### src/rtl/seg7_scan2.sv
// Two-digit multiplexed 7-segment driver for a 4-bit count (0..15).
// Synchronizes q, snapshots it once per frame and scans ones/tens digits.
module seg7_scan2 #(
    parameter int REFRESH_DIV = 50000,
    parameter int BLANK_LZ    = 1
) (
    input  logic       clk,
    input  logic       rs,
    input  logic [3:0] q,
    output logic [6:0] seg,
    output logic [1:0] an,
    output logic       frame
);

    localparam int CW = (REFRESH_DIV > 2) ? $clog2(REFRESH_DIV) : 1;
    localparam logic [CW-1:0] CNT_LAST = CW'(REFRESH_DIV - 1);

    localparam logic [0:0] SLOT_ONES = 1'b0;
    localparam logic [0:0] SLOT_TENS = 1'b1;

    logic [3:0]    q_s1_q, q_s2_q;
    logic [CW-1:0] cnt_q, cnt_d;
    logic [0:0]    sel_q, sel_d;
    logic [3:0]    snap_q, snap_d;
    logic          frame_q, frame_d;
    logic [6:0]    seg_q, seg_d;
    logic [1:0]    an_q, an_d;

    logic          slot_end;
    logic          tens;
    logic [3:0]    ones;

    function automatic logic [6:0] pattern(input logic [3:0] d);
        logic [6:0] p;
        case (d)
            4'd0:    p = 7'h40;
            4'd1:    p = 7'h79;
            4'd2:    p = 7'h24;
            4'd3:    p = 7'h30;
            4'd4:    p = 7'h19;
            4'd5:    p = 7'h12;
            4'd6:    p = 7'h02;
            4'd7:    p = 7'h78;
            4'd8:    p = 7'h00;
            4'd9:    p = 7'h10;
            default: p = 7'h7F;
        endcase
        return p;
    endfunction

    always_comb begin
        slot_end = (cnt_q == CNT_LAST);
        tens     = (snap_q >= 4'd10);
        ones     = tens ? (snap_q - 4'd10) : snap_q;

        cnt_d   = slot_end ? '0 : cnt_q + 1'b1;
        sel_d   = slot_end ? ~sel_q : sel_q;
        // Snapshot only at the end of the tens slot so both digits of a frame agree.
        frame_d = slot_end && (sel_q == SLOT_TENS);
        snap_d  = frame_d ? q_s2_q : snap_q;

        if (sel_q == SLOT_ONES) begin
            an_d  = 2'b10;
            seg_d = pattern(ones);
        end else begin
            an_d  = 2'b01;
            seg_d = ((BLANK_LZ != 0) && !tens) ? 7'h7F : pattern({3'b000, tens});
        end
    end

    always_ff @(posedge clk) begin
        if (rs) begin
            q_s1_q  <= '0;
            q_s2_q  <= '0;
            cnt_q   <= '0;
            sel_q   <= SLOT_ONES;
            snap_q  <= '0;
            frame_q <= 1'b0;
            an_q    <= 2'b11;
            seg_q   <= 7'h7F;
        end else begin
            q_s1_q  <= q;
            q_s2_q  <= q_s1_q;
            cnt_q   <= cnt_d;
            sel_q   <= sel_d;
            snap_q  <= snap_d;
            frame_q <= frame_d;
            an_q    <= an_d;
            seg_q   <= seg_d;
        end
    end

    assign seg   = seg_q;
    assign an    = an_q;
    assign frame = frame_q;

endmodule
### config.mk
export PLATFORM = sky130hd
export DESIGN_NAME = seg7_scan2
export DESIGN_NICKNAME = d
export VERILOG_FILES = /design/src/rtl/seg7_scan2.sv
export SDC_FILE = /design/constraint.sdc
export NUM_CORES = 1
export LEC_CHECK = 0
export CORE_MARGIN = 2
export CORE_UTILIZATION = 30
export DETAILED_ROUTE_END_ITERATION = 10
export PLACE_DENSITY = 0.52
export SETUP_SLACK_MARGIN = 0.02
export SLEW_MARGIN = 20
export SYNTH_ARGS = -nofsm -noshare
export SYNTH_HDL_FRONTEND = slang
export SYNTH_SLANG_ARGS = --single-unit
### constraint.sdc
create_clock -name clk -period 1.7 [get_ports clk]
set_input_delay 0.17 -clock clk [delete_from_list [all_inputs] [get_ports clk]]
set_output_delay 0.17 -clock clk [all_outputs]
set_load 0.02 [all_outputs]
==> results.py, run 1 <==
metrics = {
    "sta": {
        "fin_ws_ps": -69.0,
        "fin_crit_sh": 1.04,
        "setup_viol": 18,
        "fin_worst_skew_ps": 5.61,
        "relSlewSlack": 0.692,
        "hold_viol": 0,
        "rsz0062_at_grt": "yes",
        "max_freq_mhz": 565,
        "tightest_slew_ps": 458,
        "min_period_ps": 1770,
        "maxSlewViolCount": 0,
    },
    "critical_path": {
        "worst-r2r-cell-count": 4,
        "worst_ep_required_time_ps": 1880,
        "worst-endpoint-arrival_ps": 1950,
        "setup.worst_path.start": "cnt_q[12]",
        "cp_max_fo": 4,
        "crit_type": "flip-flop to flip-flop",
        "r2r_start": "cnt_q[12]",
        "reg2reg_slack_ps": -70,
        "worstSetupStartpointType": "flip-flop",
        "cp-end-kind": "flip-flop",
        "worstReg2RegEnd": "sel_q",
        "critPathCapture": "sel_q",
    },
    "route": {
        "routed_wl_um": 3080,
        "initialDrtViolationCount": 60,
        "viasPerCell": 4.51,
        "drc_errors": 0,
        "antenna_left": 0,
        "num_vias": 1285,
        "first_pass_iters": 4,
        "wire_per_inst_um": 10.8,
    },
    "synth": {
        "synth_nets": 183,
        "ys_seq_area_frac": 0.479,
        "synth.distinct_cells": 36,
        "synth_cells": 172,
        "syn-cell-area_um2": 1630,
        "syn_area_per_cell_um2": 9.49,
        "ys_ff_latch": 39,
        "yosys_warnings": 0,
    },
    "final_layout": {
        "area_growth_pct": 32.0,
        "final_net_count": 225,
        "fillCellCount": 508,
        "fin_util": 0.416,
        "diodes": 0,
        "instances_no_fill": 285,
        "drive_gt1_frac": 0.228,
        "fin_area_um2": 2150,
    },
    "global_routing": {
        "antenna_found_initial": 0,
        "grt_pass1_wl_um": 5580,
        "grtUsageTotal": 0.117,
        "grt_max_degree": 19,
        "grt_pass1_vias": 1224,
        "grt-ovfl-total": 0,
    },
    "hold_path": {
        "hold_class": "input pin to flip-flop",
        "hp-start": "q[0]",
    },
    "clocking": {
        "root_buffer": "clkbuf_8",
        "clk_pin_slew_ps": 80,
        "htreeDepth": 2,
        "numCtsBuffers": 5,
        "cts.sinks": 39,
        "clk_latency_ps": 290,
        "cts_hold_buf": 0,
        "cts_tree": "yes",
        "clock_tree.buffer_depth": 2,
    },
    "flow_run": {
        "drv_cap": 0,
    },
    "placed_design": {
        "dp.cells": 276,
        "dpl-instance-area_um2": 2020,
        "dp_hpwl_um": 2200,
        "io_buffers": 15,
        "gp_congestion": 0.777,
    },
    "power": {
        "power_leakage_nw": 0.805,
        "power.total_mw": 1.66,
        "vdd_drop_max_mv": 0.305,
        "powerDensity_nw_per_um2": 771,
    },
    "floorplanning": {
        "die_width_um": 77.7,
        "num_rows": 26,
        "pin_count": 16,
        "core-area_um2": 5170,
        "initial_core_util": 0.315,
        "dieArea_um2": 6040,
        "die_h_um": 77.7,
    },
    "status": {
        "violations": "setup timing",
        "status": "finished, violations left",
    },
}
cells in the final DEF (no fill, tap or decap), drive strengths merged:
| cell | Yosys | routed |
|---|---|---|
| clkinvlp | 0 | 2 |
| nand4 | 3 | 3 |
| o21bai | 1 | 1 |
| or4bb | 2 | 2 |
| clkdlybuf4s50 | 0 | 15 |
| xnor2 | 11 | 11 |
| a21o | 1 | 1 |
| inv | 9 | 10 |
| a21oi | 4 | 4 |
| or2 | 2 | 2 |
| nor4 | 4 | 4 |
| a211oi | 2 | 2 |
| nor3 | 8 | 8 |
| nand2 | 8 | 8 |
| a2111oi | 1 | 1 |
| and2 | 1 | 1 |
| o31ai | 3 | 3 |
| xor2 | 3 | 3 |
| and3 | 2 | 2 |
| ha | 5 | 5 |
| nand2b | 2 | 3 |
| dfxtp | 39 | 39 |
| mux2i | 4 | 4 |
| o21ai | 6 | 6 |
| buf | 1 | 24 |
| or4b | 2 | 2 |
| or4 | 2 | 2 |
| nor2b | 9 | 9 |
| a311oi | 1 | 1 |
| clkbuf | 4 | 5 |
| nor2 | 24 | 24 |
| nand4b | 1 | 1 |
| nand3 | 6 | 6 |
| mux2 | 1 | 1 |
cells in the mapped netlist (all sizes together):
| library cell | instances | share of area |
|---|---|---|
| dfxtp | 39 | 0.48 |
| nor2 | 24 | 0.055 |
| xnor2 | 11 | 0.059 |
| inv | 9 | 0.021 |
| nor2b | 9 | 0.035 |
| nand2 | 8 | 0.018 |
| nor3 | 8 | 0.025 |
| nand3 | 6 | 0.018 |
| o21ai | 6 | 0.018 |
| ha | 5 | 0.038 |
| a21oi | 4 | 0.012 |
| clkbuf | 4 | 0.0092 |
| mux2i | 4 | 0.025 |
| nor4 | 4 | 0.025 |
| nand4 | 3 | 0.012 |
| o31ai | 3 | 0.014 |
| xor2 | 3 | 0.016 |
| a211oi | 2 | 0.0092 |
| and3 | 2 | 0.0077 |
| nand2b | 2 | 0.012 |
| or2 | 2 | 0.0077 |
| or4 | 2 | 0.012 |
| or4b | 2 | 0.015 |
| or4bb | 2 | 0.014 |
| a2111oi | 1 | 0.0054 |
| a21o | 1 | 0.0046 |
| a311oi | 1 | 0.0054 |
| and2 | 1 | 0.0038 |
| buf | 1 | 0.0092 |
| mux2 | 1 | 0.0069 |
| nand4b | 1 | 0.0054 |
| o21bai | 1 | 0.0046 |
logic make-up (layout without fill, tap and decap cells):
kind of cell    after synthesis  in the layout  share of synthesized area
xor+xnor                     14             14                     0.0752
flops                        39             39                      0.479
mux                           5              5                     0.0314
simple gates                 76             77                      0.264
compound gates               19             19                     0.0736
fa+ha+maj                     5              5                     0.0383
buf+inv                      14             56                     0.0391
state kept, by name, indices dropped and copies added, names as in the netlist:
name    cells
seg         7
snap_q      4
q_s2_q      4
q_s1_q      4
frame       1
cnt_q      16
sel_q       1
an          2
critical path, stage by stage, from the launching register on:
cell and delay (ps):
dfxtp_2 330, or4b_1 530, or4_4 590, xor2_1 160, nor2_1 50
cell type report:
type	count	area, um^2	share of cell area
multi-input cells	120	823	0.382
flip-flops and latches	39	786	0.365
repair buffers	39	330	0.153
well taps	70	87.6	0.0407
clock buffers	5	68.8	0.0320
inverters	9	33.8	0.0157
clock inverters	3	23.8	0.0110
metrics by stage:
| stage | hold slack [ps] | setup TNS (ps) | worst slack [ps] |
|---|---|---|---|
| floorplan | 242 | -653 | -65.7 |
| global placement | 419 | -1290 | -85.4 |
| detailed placement | 422 | -1420 | -101 |
| CTS | 414 | -1030 | -69.9 |
| global route | 413 | -2040 | -109 |
| finish | 422 | -982 | -69.0 |
layer usage:
layer / share of wire / vias to the layer above / track usage / wire (um)
met3: 0.035 / 8 / 0.0302 / 108
met4: 0.029 / 0 / 0.0679 / 89
met2: 0.43 / 25 / 0.179 / 1320
li1: - / 676 / - / -
met1: 0.51 / 576 / 0.149 / 1560
met5: 0 / - / 0 / 0
worst min path at each step:
stage	endpoint	depth (start not counted)	slack (ps)
2_1_floorplan	q_s1_q[3]	1	240
3_3_place_gp	q_s2_q[2]	1	420
3_5_place_dp	q_s2_q[2]	1	420
4_1_cts	q_s1_q[0]	2	410
5_1_grt	q_s1_q[0]	2	410
6_report	q_s1_q[0]	2	420
timing repair:
action                     CTS  global route
setup endpoints to repair   21            27
setup buffers                0             0
pin swaps                    6             6
gates resized for setup      2             8
cloned                       1             0
power breakdown:
part | switching, mW | internal [mW]
Sequential | 0.00998 | 0.937
Clock | 0.336 | 0.293
Combinational | 0.0404 | 0.0445
Total | 0.386 | 1.27
Note: power is estimated with default switching activity, not from simulation.
==> inputs of run 2 (changes only) <==
--- a/config.mk
+++ b/config.mk
@@ -5,7 +5,6 @@
 export SDC_FILE = /design/constraint.sdc
 export NUM_CORES = 1
 export LEC_CHECK = 0
-export CORE_MARGIN = 2
 export CORE_UTILIZATION = 30
 export DETAILED_ROUTE_END_ITERATION = 10
 export PLACE_DENSITY = 0.52
==> run 2 against run 1 <==
Effect of this change:
- the run still ends with setup timing left
- utilization decreased by 0.12 points
- power increased by 0.42%
- first-iteration DRC count decreased by 12%
- combinational power about the same
- non-clock buffer count decreased by 2
- worst setup slack improved by 7.6 ps
- die area decreased by 5.1%
- cell count decreased by 0.70%
- count of clock-buffer cells in the layout unchanged
- via count decreased by 0.70%
- final area decreased by 0.29%
- critical path depth unchanged
- critical path type unchanged
- highest routed layer unchanged
==> results.py, run 2 (synthesized netlist as in run 1, its figures left out) <==
metrics = {
    "critical_path": {
        "worst-endpoint-arrival_ps": 1950,
        "crit_type": "flip-flop to flip-flop",
        "worstSetupStartpointType": "flip-flop",
        "setup.worst_path.start": "cnt_q[12]",
        "cp-end-kind": "flip-flop",
        "cp_max_fo": 8,
        "r2r_start": "cnt_q[12]",
        "worst_ep_required_time_ps": 1890,
    },
    "sta": {
        "relSlewSlack": 0.741,
        "min_period_ps": 1760,
        "fin_crit_sh": 1.04,
        "fin_ws_ps": -61.4,
        "rsz0062_at_grt": "yes",
        "fin_worst_skew_ps": 4.89,
        "tightest_slew_ps": 386,
        "max_freq_mhz": 568,
        "hold_viol": 0,
        "setup_viol": 16,
        "maxSlewViolCount": 0,
    },
    "final_layout": {
        "final_cell_mix": "35 x dfxtp_1, 21 x buf_4, 20 x nor2_1",
        "top_register": "cnt_q",
        "final_common_cell": "dfxtp_1",
        "diodes": 0,
        "drive_gt1_frac": 0.235,
        "final_net_count": 223,
        "largest_reg_flops": 16,
        "area_growth_pct": 31.6,
        "instances_no_fill": 283,
    },
    "route": {
        "wire_per_inst_um": 10.6,
        "initialDrtViolationCount": 53,
        "viasPerCell": 4.51,
        "drc_errors": 0,
        "num_vias": 1276,
        "routed_wl_um": 3010,
        "antenna_left": 0,
        "first_pass_iters": 4,
    },
    "status": {
        "violations": "setup timing",
        "status": "finished, violations left",
    },
    "global_routing": {
        "grt_use_met1": 0.166,
        "grt_max_degree": 19,
        "met3_usage": 0.0556,
        "grt_pass1_wl_um": 5380,
        "grt-busiest-layer": "met2",
        "grt_pass1_vias": 1188,
        "grt-ovfl-total": 0,
        "grtUsageTotal": 0.129,
        "antenna_found_initial": 0,
        "use_met2": 0.193,
    },
    "hold_path": {
        "hold_class": "input pin to flip-flop",
        "hp-start": "q[1]",
    },
    "clocking": {
        "clk_latency_ps": 290,
        "htreeDepth": 2,
        "postCtsSetupRepairBufs": 0,
        "clk_pin_slew_ps": 80,
        "clock_tree.buffer_depth": 2,
        "cts_tree": "yes",
        "root_buffer": "clkbuf_8",
        "cts.sinks": 39,
        "numCtsBuffers": 5,
    },
    "floorplanning": {
        "num_rows": 26,
        "core-area_um2": 5170,
        "die_h_um": 75.7,
        "pin_count": 16,
        "dieArea_um2": 5740,
        "die_width_um": 75.7,
        "initial_core_util": 0.315,
    },
    "power": {
        "power_leakage_nw": 0.795,
        "p_clk_frac": 0.382,
        "internal-power_mw": 1.27,
        "switching_share": 0.236,
        "vdd_drop_max_mv": 0.292,
        "pwr-share-comb": 0.051,
        "powerDensity_nw_per_um2": 777,
        "p_sw_uw": 394,
        "seqPwrFrac": 0.568,
    },
    "placed_design": {
        "gp_congestion": 0.790,
        "dp.cells": 274,
        "dp_hpwl_um": 2190,
        "place_worst_setup_slack_ps": -78.9,
        "io_buffers": 15,
    },
    "flow_run": {
        "drv_cap": 0,
    },
}
run 2: final cells by class:
class                      instances  area, um^2
timing repair buffer              37         319
tap                               70        87.6
fill                             522        3030
clock inverter                     3        23.8
multi-input combinational        120         828
sequential                        39         786
clock buffer                       5        68.8
inverter                           9        33.8
run 2: worst paths after layout:
check,endpoint,slack [ps],depth (start not counted)
min,q_s1_q[1],420,2
min reg2reg,q_s2_q[2],440,1
max,cnt_q[11],-60,4
max reg2reg,cnt_q[11],-60,4
run 2: metal layers:
| metal | routed length (um) | part of all wire |
|---|---|---|
| met1 | 1530 | 0.51 |
| met2 | 1360 | 0.45 |
| met3 | 109 | 0.036 |
| met4 | 17 | 0.0056 |
| met5 | 0 | 0 |
run 2: through the flow:
stage / area, um^2 / TNS [ps] / hold WS (ps) / power (mW) / util
after detailed placement: 2010 / -1090 / 420 / 1.05 / 0.388
after global routing: 2150 / -1830 / 403 / 1.77 / 0.415
final: 2150 / -812 / 420 / 1.67 / 0.415
after global placement: 2010 / -954 / 418 / 1.05 / 0.388
after floorplan: 1630 / -653 / 242 / 1.01 / -
after CTS: 2110 / -684 / 409 / 1.69 / 0.408
run 2: critical path, cell delays in order (launching register included):
cell and delay, ps:
dfxtp_1 330, or4b_1 520, or4_4 590, nand2b_4 160, nor2_1 60
run 2: timing repair:
item                       in CTS  in global routing
gates cloned                    1                  0
hold buffers                    0                  0
setup endpoints to repair      20                 26
pin swaps                       0                  7
resized for setup               1                 13
run 2: power groups by stage:
stage | combinational (mW) | sequential (mW) | clock (mW)
floorplan | 0.0332 | 0.978 | 0
CTS | 0.0834 | 0.947 | 0.656
finish | 0.0846 | 0.947 | 0.636
detailed placement | 0.0806 | 0.969 | 0
global route | 0.0952 | 0.951 | 0.725
global placement | 0.0816 | 0.968 | 0
